===== src/rtl/execute_forward_if.sv =====
// Bundle of decode-side inputs and EX-stage outputs for the execute/forward stage.
// The master modport is the upstream driver (decode, later stages, or a bench).
// The slave modport is the execute stage itself.
interface execute_forward_if #(
    parameter int WIDTH = 16
);
    logic [WIDTH-1:0] A;
    logic [WIDTH-1:0] B;
    logic [WIDTH-1:0] ans_dm;
    logic [WIDTH-1:0] ans_wb;
    logic [1:0]       mux_sel_a;
    logic [1:0]       mux_sel_b;
    logic             imm_sel;
    logic [7:0]       Imm;
    logic [4:0]       op_dec;
    logic [4:0]       RW_dec;
    logic             mem_en_dec;
    logic             mem_rw_dec;
    logic             mem_mux_sel_dec;

    logic [WIDTH-1:0] ans_ex;
    logic [WIDTH-1:0] DM_data;
    logic [4:0]       RW_ex;
    logic             mem_en_ex;
    logic             mem_rw_ex;
    logic             mem_mux_sel_ex;
    logic             flag_z;
    logic             flag_c;

    modport master (
        output A, B, ans_dm, ans_wb, mux_sel_a, mux_sel_b, imm_sel, Imm,
               op_dec, RW_dec, mem_en_dec, mem_rw_dec, mem_mux_sel_dec,
        input  ans_ex, DM_data, RW_ex, mem_en_ex, mem_rw_ex, mem_mux_sel_ex,
               flag_z, flag_c
    );

    modport slave (
        input  A, B, ans_dm, ans_wb, mux_sel_a, mux_sel_b, imm_sel, Imm,
               op_dec, RW_dec, mem_en_dec, mem_rw_dec, mem_mux_sel_dec,
        output ans_ex, DM_data, RW_ex, mem_en_ex, mem_rw_ex, mem_mux_sel_ex,
               flag_z, flag_c
    );
endinterface


===== src/rtl/execute_forward_stage.sv =====
// Execute stage with operand forwarding.
// Each operand is picked from the register file, this stage's own previous
// result, the memory-stage result or the write-back result. The second operand
// may instead be the zero-extended immediate. The ALU result, flags, store
// data and memory controls are registered for the data-memory stage.
module execute_forward_stage #(
    parameter int WIDTH = 16
) (
    input  logic                clk,
    input  logic                reset,
    execute_forward_if.slave    bus
);

    typedef enum logic [1:0] {
        SRC_REG = 2'b00,
        SRC_EX  = 2'b01,
        SRC_DM  = 2'b10,
        SRC_WB  = 2'b11
    } fwd_src_e;

    typedef enum logic [2:0] {
        FN_ADD = 3'b000,
        FN_SUB = 3'b001,
        FN_MOV = 3'b010,
        FN_AND = 3'b011,
        FN_OR  = 3'b100,
        FN_XOR = 3'b101,
        FN_NOT = 3'b110,
        FN_SLA = 3'b111
    } alu_fn_e;

    logic [WIDTH-1:0] r_ans_ex;
    logic [WIDTH-1:0] r_dm_data;
    logic [4:0]       r_rw_ex;
    logic             r_mem_en_ex;
    logic             r_mem_rw_ex;
    logic             r_mem_mux_sel_ex;
    logic             r_flag_z;
    logic             r_flag_c;

    logic [WIDTH-1:0] w_op_a;
    logic [WIDTH-1:0] w_op_bf;
    logic [WIDTH-1:0] w_op_b;
    logic [WIDTH:0]   w_sum;
    logic [WIDTH:0]   w_diff;
    logic [WIDTH:0]   w_shl;
    logic [WIDTH-1:0] w_result;
    logic             w_carry;
    logic             w_flags_update;
    alu_fn_e          w_fn;

    // Source 01 deliberately reads the registered ans_ex, giving the
    // one-cycle-old result needed by back-to-back dependent instructions.
    function automatic logic [WIDTH-1:0] forwardMux(
        input logic [1:0]       sel,
        input logic [WIDTH-1:0] regVal,
        input logic [WIDTH-1:0] exVal,
        input logic [WIDTH-1:0] dmVal,
        input logic [WIDTH-1:0] wbVal
    );
        logic [WIDTH-1:0] val;
        case (fwd_src_e'(sel))
            SRC_REG: val = regVal;
            SRC_EX:  val = exVal;
            SRC_DM:  val = dmVal;
            default: val = wbVal;
        endcase
        return val;
    endfunction

    assign w_op_a  = forwardMux(bus.mux_sel_a, bus.A, r_ans_ex, bus.ans_dm, bus.ans_wb);
    assign w_op_bf = forwardMux(bus.mux_sel_b, bus.B, r_ans_ex, bus.ans_dm, bus.ans_wb);
    assign w_op_b  = bus.imm_sel ? WIDTH'(bus.Imm) : w_op_bf;

    // One extra bit on each arithmetic path holds carry, borrow, or the last
    // bit shifted out of the left shift. A zero shift leaves that bit at 0.
    assign w_sum  = {1'b0, w_op_a} + {1'b0, w_op_b};
    assign w_diff = {1'b0, w_op_a} - {1'b0, w_op_b};
    assign w_shl  = {1'b0, w_op_a} << w_op_b[3:0];
    assign w_fn   = alu_fn_e'(bus.op_dec[2:0]);

    // Pick the result and decide whether this opcode refreshes the flags.
    always_comb begin
        w_result       = '0;
        w_carry        = 1'b0;
        w_flags_update = 1'b0;
        if (!bus.op_dec[4]) begin
            w_flags_update = 1'b1;
            case (w_fn)
                FN_ADD: begin
                    w_result = w_sum[WIDTH-1:0];
                    w_carry  = w_sum[WIDTH];
                end
                FN_SUB: begin
                    w_result = w_diff[WIDTH-1:0];
                    w_carry  = w_diff[WIDTH];
                end
                FN_MOV: w_result = w_op_b;
                FN_AND: w_result = w_op_a & w_op_b;
                FN_OR:  w_result = w_op_a | w_op_b;
                FN_XOR: w_result = w_op_a ^ w_op_b;
                FN_NOT: w_result = ~w_op_b;
                default: begin
                    w_result = w_shl[WIDTH-1:0];
                    w_carry  = w_shl[WIDTH];
                end
            endcase
        end else if (bus.op_dec[4:1] == 4'b1010) begin
            w_result = w_op_b;
        end else begin
            w_result = '0;
        end
    end

    // Pipeline register toward the data-memory stage; flags hold on non-ALU ops.
    always_ff @(posedge clk or posedge reset) begin
        if (reset) begin
            r_ans_ex         <= '0;
            r_dm_data        <= '0;
            r_rw_ex          <= '0;
            r_mem_en_ex      <= 1'b0;
            r_mem_rw_ex      <= 1'b0;
            r_mem_mux_sel_ex <= 1'b0;
            r_flag_z         <= 1'b0;
            r_flag_c         <= 1'b0;
        end else begin
            r_ans_ex         <= w_result;
            r_dm_data        <= w_op_bf;
            r_rw_ex          <= bus.RW_dec;
            r_mem_en_ex      <= bus.mem_en_dec;
            r_mem_rw_ex      <= bus.mem_rw_dec;
            r_mem_mux_sel_ex <= bus.mem_mux_sel_dec;
            if (w_flags_update) begin
                r_flag_z <= (w_result == '0);
                r_flag_c <= w_carry;
            end
        end
    end

    assign bus.ans_ex         = r_ans_ex;
    assign bus.DM_data        = r_dm_data;
    assign bus.RW_ex          = r_rw_ex;
    assign bus.mem_en_ex      = r_mem_en_ex;
    assign bus.mem_rw_ex      = r_mem_rw_ex;
    assign bus.mem_mux_sel_ex = r_mem_mux_sel_ex;
    assign bus.flag_z         = r_flag_z;
    assign bus.flag_c         = r_flag_c;

endmodule

===== src/flat_wrapper.sv =====
// flat-port wrapper written by rule: the top's interface ports become plain ports
module execute_forward_stage_flat 
#(
    parameter int WIDTH = 16
)
  (clk, reset, bus_A, bus_B, bus_ans_dm, bus_ans_wb, bus_mux_sel_a, bus_mux_sel_b, bus_imm_sel, bus_Imm, bus_op_dec, bus_RW_dec, bus_mem_en_dec, bus_mem_rw_dec, bus_mem_mux_sel_dec, bus_ans_ex, bus_DM_data, bus_RW_ex, bus_mem_en_ex, bus_mem_rw_ex, bus_mem_mux_sel_ex, bus_flag_z, bus_flag_c);
  execute_forward_if #(.WIDTH(WIDTH)) bus_i ();
  input  logic clk;
  input  logic reset;
  input wire logic [$bits(bus_i.A)-1:0] bus_A;
  input wire logic [$bits(bus_i.B)-1:0] bus_B;
  input wire logic [$bits(bus_i.ans_dm)-1:0] bus_ans_dm;
  input wire logic [$bits(bus_i.ans_wb)-1:0] bus_ans_wb;
  input wire logic [$bits(bus_i.mux_sel_a)-1:0] bus_mux_sel_a;
  input wire logic [$bits(bus_i.mux_sel_b)-1:0] bus_mux_sel_b;
  input wire logic [$bits(bus_i.imm_sel)-1:0] bus_imm_sel;
  input wire logic [$bits(bus_i.Imm)-1:0] bus_Imm;
  input wire logic [$bits(bus_i.op_dec)-1:0] bus_op_dec;
  input wire logic [$bits(bus_i.RW_dec)-1:0] bus_RW_dec;
  input wire logic [$bits(bus_i.mem_en_dec)-1:0] bus_mem_en_dec;
  input wire logic [$bits(bus_i.mem_rw_dec)-1:0] bus_mem_rw_dec;
  input wire logic [$bits(bus_i.mem_mux_sel_dec)-1:0] bus_mem_mux_sel_dec;
  output wire logic [$bits(bus_i.ans_ex)-1:0] bus_ans_ex;
  output wire logic [$bits(bus_i.DM_data)-1:0] bus_DM_data;
  output wire logic [$bits(bus_i.RW_ex)-1:0] bus_RW_ex;
  output wire logic [$bits(bus_i.mem_en_ex)-1:0] bus_mem_en_ex;
  output wire logic [$bits(bus_i.mem_rw_ex)-1:0] bus_mem_rw_ex;
  output wire logic [$bits(bus_i.mem_mux_sel_ex)-1:0] bus_mem_mux_sel_ex;
  output wire logic [$bits(bus_i.flag_z)-1:0] bus_flag_z;
  output wire logic [$bits(bus_i.flag_c)-1:0] bus_flag_c;
  assign bus_i.A = bus_A;
  assign bus_i.B = bus_B;
  assign bus_i.ans_dm = bus_ans_dm;
  assign bus_i.ans_wb = bus_ans_wb;
  assign bus_i.mux_sel_a = bus_mux_sel_a;
  assign bus_i.mux_sel_b = bus_mux_sel_b;
  assign bus_i.imm_sel = bus_imm_sel;
  assign bus_i.Imm = bus_Imm;
  assign bus_i.op_dec = bus_op_dec;
  assign bus_i.RW_dec = bus_RW_dec;
  assign bus_i.mem_en_dec = bus_mem_en_dec;
  assign bus_i.mem_rw_dec = bus_mem_rw_dec;
  assign bus_i.mem_mux_sel_dec = bus_mem_mux_sel_dec;
  assign bus_ans_ex = bus_i.ans_ex;
  assign bus_DM_data = bus_i.DM_data;
  assign bus_RW_ex = bus_i.RW_ex;
  assign bus_mem_en_ex = bus_i.mem_en_ex;
  assign bus_mem_rw_ex = bus_i.mem_rw_ex;
  assign bus_mem_mux_sel_ex = bus_i.mem_mux_sel_ex;
  assign bus_flag_z = bus_i.flag_z;
  assign bus_flag_c = bus_i.flag_c;
  execute_forward_stage #(.WIDTH(WIDTH)) u_core (.clk(clk), .reset(reset), .bus(bus_i));
endmodule

===== config.mk =====
export PLATFORM = sky130hd
export DESIGN_NAME = execute_forward_stage_flat
export DESIGN_NICKNAME = d
export VERILOG_FILES = /design/src/rtl/execute_forward_if.sv /design/src/rtl/execute_forward_stage.sv /design/src/flat_wrapper.sv
export SDC_FILE = /design/constraint.sdc
export NUM_CORES = 1
export LEC_CHECK = 0
export ABC_CLOCK_PERIOD_IN_PS = 5480
export BUFFER_PORTS_ARGS = -buffer_cell sky130_fd_sc_hd__buf_2
export CORE_AREA = 3 3 98 146
export CTS_BUF_LIST = sky130_fd_sc_hd__clkbuf_2 sky130_fd_sc_hd__clkbuf_4 sky130_fd_sc_hd__clkbuf_8
export CTS_CLUSTER_DIAMETER = 150
export DETAILED_ROUTE_END_ITERATION = 12
export DIE_AREA = 0 0 101 149
export GPL_ROUTABILITY_DRIVEN = 0
export HOLD_SLACK_MARGIN = 0.03
export PLACE_DENSITY_LB_ADDON = 0.05
export SKIP_CTS_REPAIR_TIMING = 1
export SLEW_MARGIN = 20
export SYNTH_ARGS = -nofsm -noshare
export SYNTH_HDL_FRONTEND = slang
export SYNTH_SLANG_ARGS = --single-unit

===== constraint.sdc =====
create_clock -name clk -period 5.48 [get_ports clk]
set_clock_uncertainty 0.2 [all_clocks]
set_input_delay 0.822 -clock clk [delete_from_list [all_inputs] [get_ports clk]]
set_output_delay 0.822 -clock clk [all_outputs]
set_load 0.01 [all_outputs]

# Word-level counts from Yosys, hierarchy flattened
# Cells that the tools add are included.
[totals]
regBits = 42
inputBits = 92
output_inout_bits = 42
[op_classes]
addsub = 2
eq_ne = 11
shift = 1
n_mux = 7
bitwise = 4
n_reduce_logical = 5
[op_table]
columns = ["cell", "count"]
rows = [
  ["case mux 16 bit (7 select lines)", 1],
  ["case mux 16 bit (3 select lines)", 2],
  ["2-to-1 mux 16 bit", 3],
  ["adder 16 x 16 -> 17 bit", 1],
  ["left shift 16 x 4 -> 17 bit", 1],
  ["subtractor 16 x 16 -> 17 bit", 1],
  ["bitwise AND 16 bit", 1],
  ["logical NOT 16 bit", 1],
  ["NOT 16 bit", 1],
  ["bitwise OR 16 bit", 1],
  ["XOR 16 bit", 1],
  ["== test 3 bit (second input constant)", 3],
  ["== test 3 x 2 -> 1 bit (second input constant)", 2],
  ["OR reduction 5 bit", 1],
  ["== test 2 x 1 -> 1 bit (second input constant)", 2],
  ["== test 2 bit (second input constant)", 2],
  ["== test 4 bit (second input constant)", 1],
  ["logical NOT 2 bit", 2],
  ["== test 3 x 1 -> 1 bit (second input constant)", 1],
  ["logical NOT 3 bit", 1],
  ["case mux 1 bit (3 select lines)", 1],
]

# Depth between registers and ports, before layout
[depth]
word_depth = 7
ltp_mapped = 19
ltp_nobuf = 16

# Least setup slack after synthesis
# No wires, ideal clock.
[synth_timing]
path_kind = "input to register"
start = "input port bus_mux_sel_b[0]"
end = "register u_core.r_flag_z, in the netlist u_core.bus.flag_z"
setup_time_ns = 0.104
t_arrival_ns = 4.979
t_required_ns = 5.176
slack_ns = 0.197
stages = 17
path_buffers = 4
path_cell_list = "buf_6 > buf_4 > buf_2 > mux4_2 > mux2i_1 > ha_1 > clkbuf_1 > nor3_1 > o2111ai_1 > a311o_1 > a31o_2 > xor2_1 > a211o_1 > or4b_1 > nor3_2 > nand4_1 > o41ai_2"
[synth_between]
elab_chain_cells = 7
word_cells_on_any_way = 16
classes_between = "2 x add/sub; 2 x eq/ne; 1 x shift; 5 x mux; 4 x bitwise; 2 x reduce/logical"
[synth_rtl]
columns = ["item", "line", "rtl"]
rows = [
  ["start, declared", "flat_wrapper.sv:15", "input wire logic [$bits(bus_i.mux_sel_b)-1:0] bus_mux_sel_b;"],
  ["== test 2 bit (tied with other cells)", "execute_forward_stage.sv:62", "case (fwd_src_e'(sel))"],
  ["case mux 16 bit (3 select lines) *", "execute_forward_stage.sv:62", ""],
  ["net u_core.w_op_bf[5]", "execute_forward_stage.sv:42", "logic [WIDTH-1:0] w_op_bf;"],
  ["2-to-1 mux 16 bit *", "execute_forward_stage.sv:73", "assign w_op_b = bus.imm_sel ? WIDTH'(bus.Imm) : w_op_bf;"],
  ["subtractor 16 x 16 -> 17 bit / adder 16 x 16 -> 17 bit (equally long branches)", "execute_forward_stage.sv:78, execute_forward_stage.sv:77", ""],
  ["case mux 16 bit (7 select lines) *", "execute_forward_stage.sv:89", "case (w_fn)"],
  ["2-to-1 mux 16 bit *", "execute_forward_stage.sv:87", "if (!bus.op_dec[4]) begin"],
  ["net u_core.w_result[9]", "execute_forward_stage.sv:47", "logic [WIDTH-1:0] w_result;"],
  ["logical NOT 16 bit *", "execute_forward_stage.sv:134", "r_flag_z <= (w_result == '0);"],
  ["end signal, assigned", "execute_forward_stage.sv:134", ""],
  ["end, declared", "execute_forward_stage.sv:38", "logic r_flag_z;"],
]
# The timed path passes the listed nets; every way through them passes the cells marked *.
# A chain may end at the register's enable or synchronous reset.

# Worst setup path after layout
# Ends and elaborated chain as after synthesis.

==> summary.md <==
| Metric | Value |
|---|---|
| Status | completed |
| Category of the worst setup path launch point | primary input |
| Core area | 13100 um2 |
| Power density normalized to cell area | 225 nW/um2 |
| Combined area of the multi-input logic cells | 4390 um2 |
| RR Endpoint | u_core.bus.flag_z |
| Number of inserted diodes | 0 |
| Layout-stage area growth over the synthesis result | 16.4% |
| Placement row count | 51 |
| Number of input and output port buffers inserted | 133 |
| Signal arrival time at the worst endpoint | 5.13 ns |
| Filler Cell Count | 1294 |
| Number of enable-type register cells in the synthesized netlist | 0 |
| Buffer levels on the longest clock path | 2 |
| Fin. max-slew vios | 0 |
| Total grt overflow | 0 |
| Number of DRC markers in iteration 0 | 597 |
| Inserted Clock Buffers | 5 |
| Setup TNS | 0 ns |
| Worst reg2reg setup slack | 0.86 ns |
| Die span in y | 149 um |
| Worst path slowest cell | sky130_fd_sc_hd__mux4_2 |
| Number of cells after detailed placement | 978 |
| Mapped Nets | 849 |
| Last element of the critical path | u_core.bus.flag_z |
| Number of vias per cell after detailed routing | 6.43 |
| Die W | 101 um |
| Main flop type after synthesis | sky130_fd_sc_hd__dfrtp_1 |
| Number of standard cells in the final layout excluding fillers | 986 |
| Leakage power of the design | 3.16 nW |
| Starting density of the core | 0.445 |
| Beginning of the worst register-to-register path | u_core.bus.ans_ex[6] |
| Flop and latch count out of synthesis | 42 |
| Synthesized instance count | 706 |
| Clock Sink Count | 42 |
| Timing startpoint of the critical path | bus_mux_sel_b[0] |
| Worst vdd rail ir drop | 0.0908 mV |
| Average wire length per cell after detail routing | 22.7 um |
| Setup violations, final | 0 |
| Required @ worst endpoint | 5.50 ns |
| DR vias | 6336 |
| Unrepaired setup endpoints after global routing | false |
| Min Clock Period, post-route | 5.11 ns |
| CP Capture Type | flop |
| Total Nets Final | 969 |
| Actual slew at the worst max-slew pin | 1.18 ns |
| Async set-reset flop share out of synthesis | 1.00 |
| Average cell area after synthesis | 8.29 um2 |
| Total GRT Usage | 0.293 |
| CTS tree | done |
| Proportion of layout cells with a drive suffix above 1 | 0.273 |
| Cell Area, Placed | 6720 um2 |
| Sequential Area | 1050 um2 |
| Maxcap violations | 0 |
| Cell type group with the largest total delay on the critical path | compound AO/OA/AOI/OAI gates |
| I/O pin cnt | 134 |
| Clock-pin slew on the worst setup and hold paths | 0.09 ns |
| Critical Path Max Stage Delay | 0.56 ns |
| Deepest level of the CTS H-tree | 2 |
| Post-synthesis cell area | 5850 um2 |
| Hpwl dp | 18000 um |
| Clock root cell | sky130_fd_sc_hd__clkbuf_8 |
| Largest net degree at the start of global routing | 43 |
| Final std cell area, no fill | 6810 um2 |
| Wire length of the first global-routing pass | 34500 um |
| Max Clk Rate | 196 MHz |
| Hold crit path type | flop to flop |
| Path depth of the worst reg2reg path | 13 |
| Worst Setup Path Type | primary input to flop |
| Fin crit share | 0.933 |
| Number of buffer and inverter stages on the critical path | 1 |
| Total power | 1.53 mW |
| Area of the die | 15000 um2 |
| CP cell instances | buf_2 -> mux4_2 -> mux2i_1 -> ha_1 -> nor3_1 -> o2111ai_1 -> a311o_1 -> a31o_2 -> xor2_1 -> a211o_1 -> or4b_1 -> nor3_2 -> nand4_1 -> o41ai_2 |
| Final hold violation count | 0 |
| Total wire length | 22400 um |
| Vias in the first global route | 6280 |
| Total number of cells along the worst setup path | 14 |
| DR pass1 iterations | 7 |
| Initial antenna violation count | 0 |
| DRC violation count after routing | 0 |
| Worst-skew pair later-pin latency | 0.31 ns |
| Layout Utilization | 0.518 |
| Crit path max fanout | 12 |
| Relative slew margins | 0.206 |
| Yosys warning total | 0 |
| Unique masters post-synth | 76 |
| Sequential element share of the synthesized area | 0.180 |
| Routed Antenna Nets | 0 |
flip-flops by register name, summed over array words and instances (netlist names):
signal                     count
u_core.bus.DM_data            16
u_core.bus.RW_ex               5
u_core.bus.ans_ex             16
u_core.bus.flag_c              1
u_core.bus.flag_z              1
u_core.bus.mem_en_ex           1
u_core.bus.mem_mux_sel_ex      1
u_core.bus.mem_rw_ex           1
power breakdown:
part	internal [mW]	leakage [nW]	switching (mW)
registers	0.345	0.519	0.0188
clock network	0.0920	0.0447	0.122
logic	0.376	2.59	0.580
total	0.813	3.16	0.720
layout make-up:
type | instances | share of cell area
multi-input combinational | 562 | 0.644
sequential | 42 | 0.154
timing repair buffer | 161 | 0.129
inverter | 54 | 0.0301
tap | 159 | 0.0292
clock buffer | 5 | 0.0101
clock inverter | 3 | 0.00367
how the worst min path moves through the flow:
stage / start / to / slack (ns) / cells past startpoint
global placement: u_core.bus.flag_z / u_core.bus.flag_z / 0.29 / 2
detailed placement: u_core.bus.flag_z / u_core.bus.flag_z / 0.30 / 2
finish: u_core.bus.flag_z / u_core.bus.flag_z / 0.31 / 2
global route: u_core.bus.flag_z / u_core.bus.flag_z / 0.34 / 2
CTS: u_core.bus.flag_z / u_core.bus.flag_z / 0.32 / 2
floorplan: u_core.bus.flag_z / u_core.bus.flag_z / 0.32 / 2
synth_stat cells (5+ instances only):
cell type,n,area [um2]
sky130_fd_sc_hd__mux4_2,27,608
sky130_fd_sc_hd__a22o_1,6,52.6
sky130_fd_sc_hd__a31oi_1,13,81.3
sky130_fd_sc_hd__nand2b_1,8,50.1
sky130_fd_sc_hd__a221oi_1,10,87.6
sky130_fd_sc_hd__nor3_1,12,60.1
sky130_fd_sc_hd__inv_1,49,184
sky130_fd_sc_hd__clkbuf_1,33,124
sky130_fd_sc_hd__o221ai_1,5,43.8
sky130_fd_sc_hd__o21ai_0,26,130
sky130_fd_sc_hd__nand2_1,57,214
sky130_fd_sc_hd__nand4_1,5,31.3
sky130_fd_sc_hd__ha_1,49,613
sky130_fd_sc_hd__or3_1,7,43.8
sky130_fd_sc_hd__dfrtp_1,42,1050
sky130_fd_sc_hd__nor2b_1,7,43.8
sky130_fd_sc_hd__o211ai_1,11,82.6
sky130_fd_sc_hd__a211oi_1,9,67.6
sky130_fd_sc_hd__o22ai_1,15,93.8
sky130_fd_sc_hd__mux2_2,12,135
sky130_fd_sc_hd__mux2i_1,35,350
sky130_fd_sc_hd__a21o_1,6,45.0
sky130_fd_sc_hd__nor2_1,66,248
sky130_fd_sc_hd__buf_1,6,22.5
sky130_fd_sc_hd__xnor2_1,16,140
sky130_fd_sc_hd__and3_1,5,31.3
sky130_fd_sc_hd__o21ai_1,6,30.0
sky130_fd_sc_hd__xor2_1,5,43.8
sky130_fd_sc_hd__nand3_1,11,55.1
sky130_fd_sc_hd__nor4_1,5,31.3
sky130_fd_sc_hd__a21oi_1,49,245
worst min-delay path, stage by stage (launching register included):
cell and delay (ns):
sky130_fd_sc_hd__dfrtp_1 0.37, sky130_fd_sc_hd__nand2_1 0.07, sky130_fd_sc_hd__o41ai_2 0.05
per-layer routing:
| layer | vias up | share of wire | global-route usage |
|---|---|---|---|
| li1 | 2860 | - | - |
| met1 | 3023 | 0.38 | 0.362 |
| met2 | 385 | 0.48 | 0.502 |
| met3 | 68 | 0.092 | 0.0473 |
| met4 | 0 | 0.043 | 0.116 |
| met5 | - | 0 | 0 |
cell families after synthesis:
logic type | after synthesis | share of synthesized area
buffers and inverters | 102 | 0.0714
DFF | 42 | 0.180
adders and majority gates | 51 | 0.112
AOI/OAI and AO/OA | 212 | 0.248
xor gates and xnor gates | 21 | 0.0314
muxes | 77 | 0.196
and+or+nand+nor | 201 | 0.162
metrics by stage:
step | hold slack, ns | worst slack, ns
5_1_grt | 0.344 | 0.227
2_1_floorplan | 0.320 | 0.197
3_5_place_dp | 0.298 | 0.149
6_report | 0.314 | 0.365
3_3_place_gp | 0.291 | 0.190
4_1_cts | 0.320 | 0.468
layout by cell type, fill, tap and decap left out, drive strengths merged, types with 6 or more instances in the layout:
cell type  instances
a211oi            10
a21o               6
a21oi             49
a221oi            10
a22o               6
a31oi             13
buf              161
dfrtp             42
ha                49
inv               55
mux2              13
mux2i             37
mux4              27
nand2             57
nand2b             8
nand3             11
nor2              66
nor2b              7
nor3              14
o211ai            11
o21ai             32
o22ai             15
or3                7
xnor2             16
(Power assumes the default switching activity.)
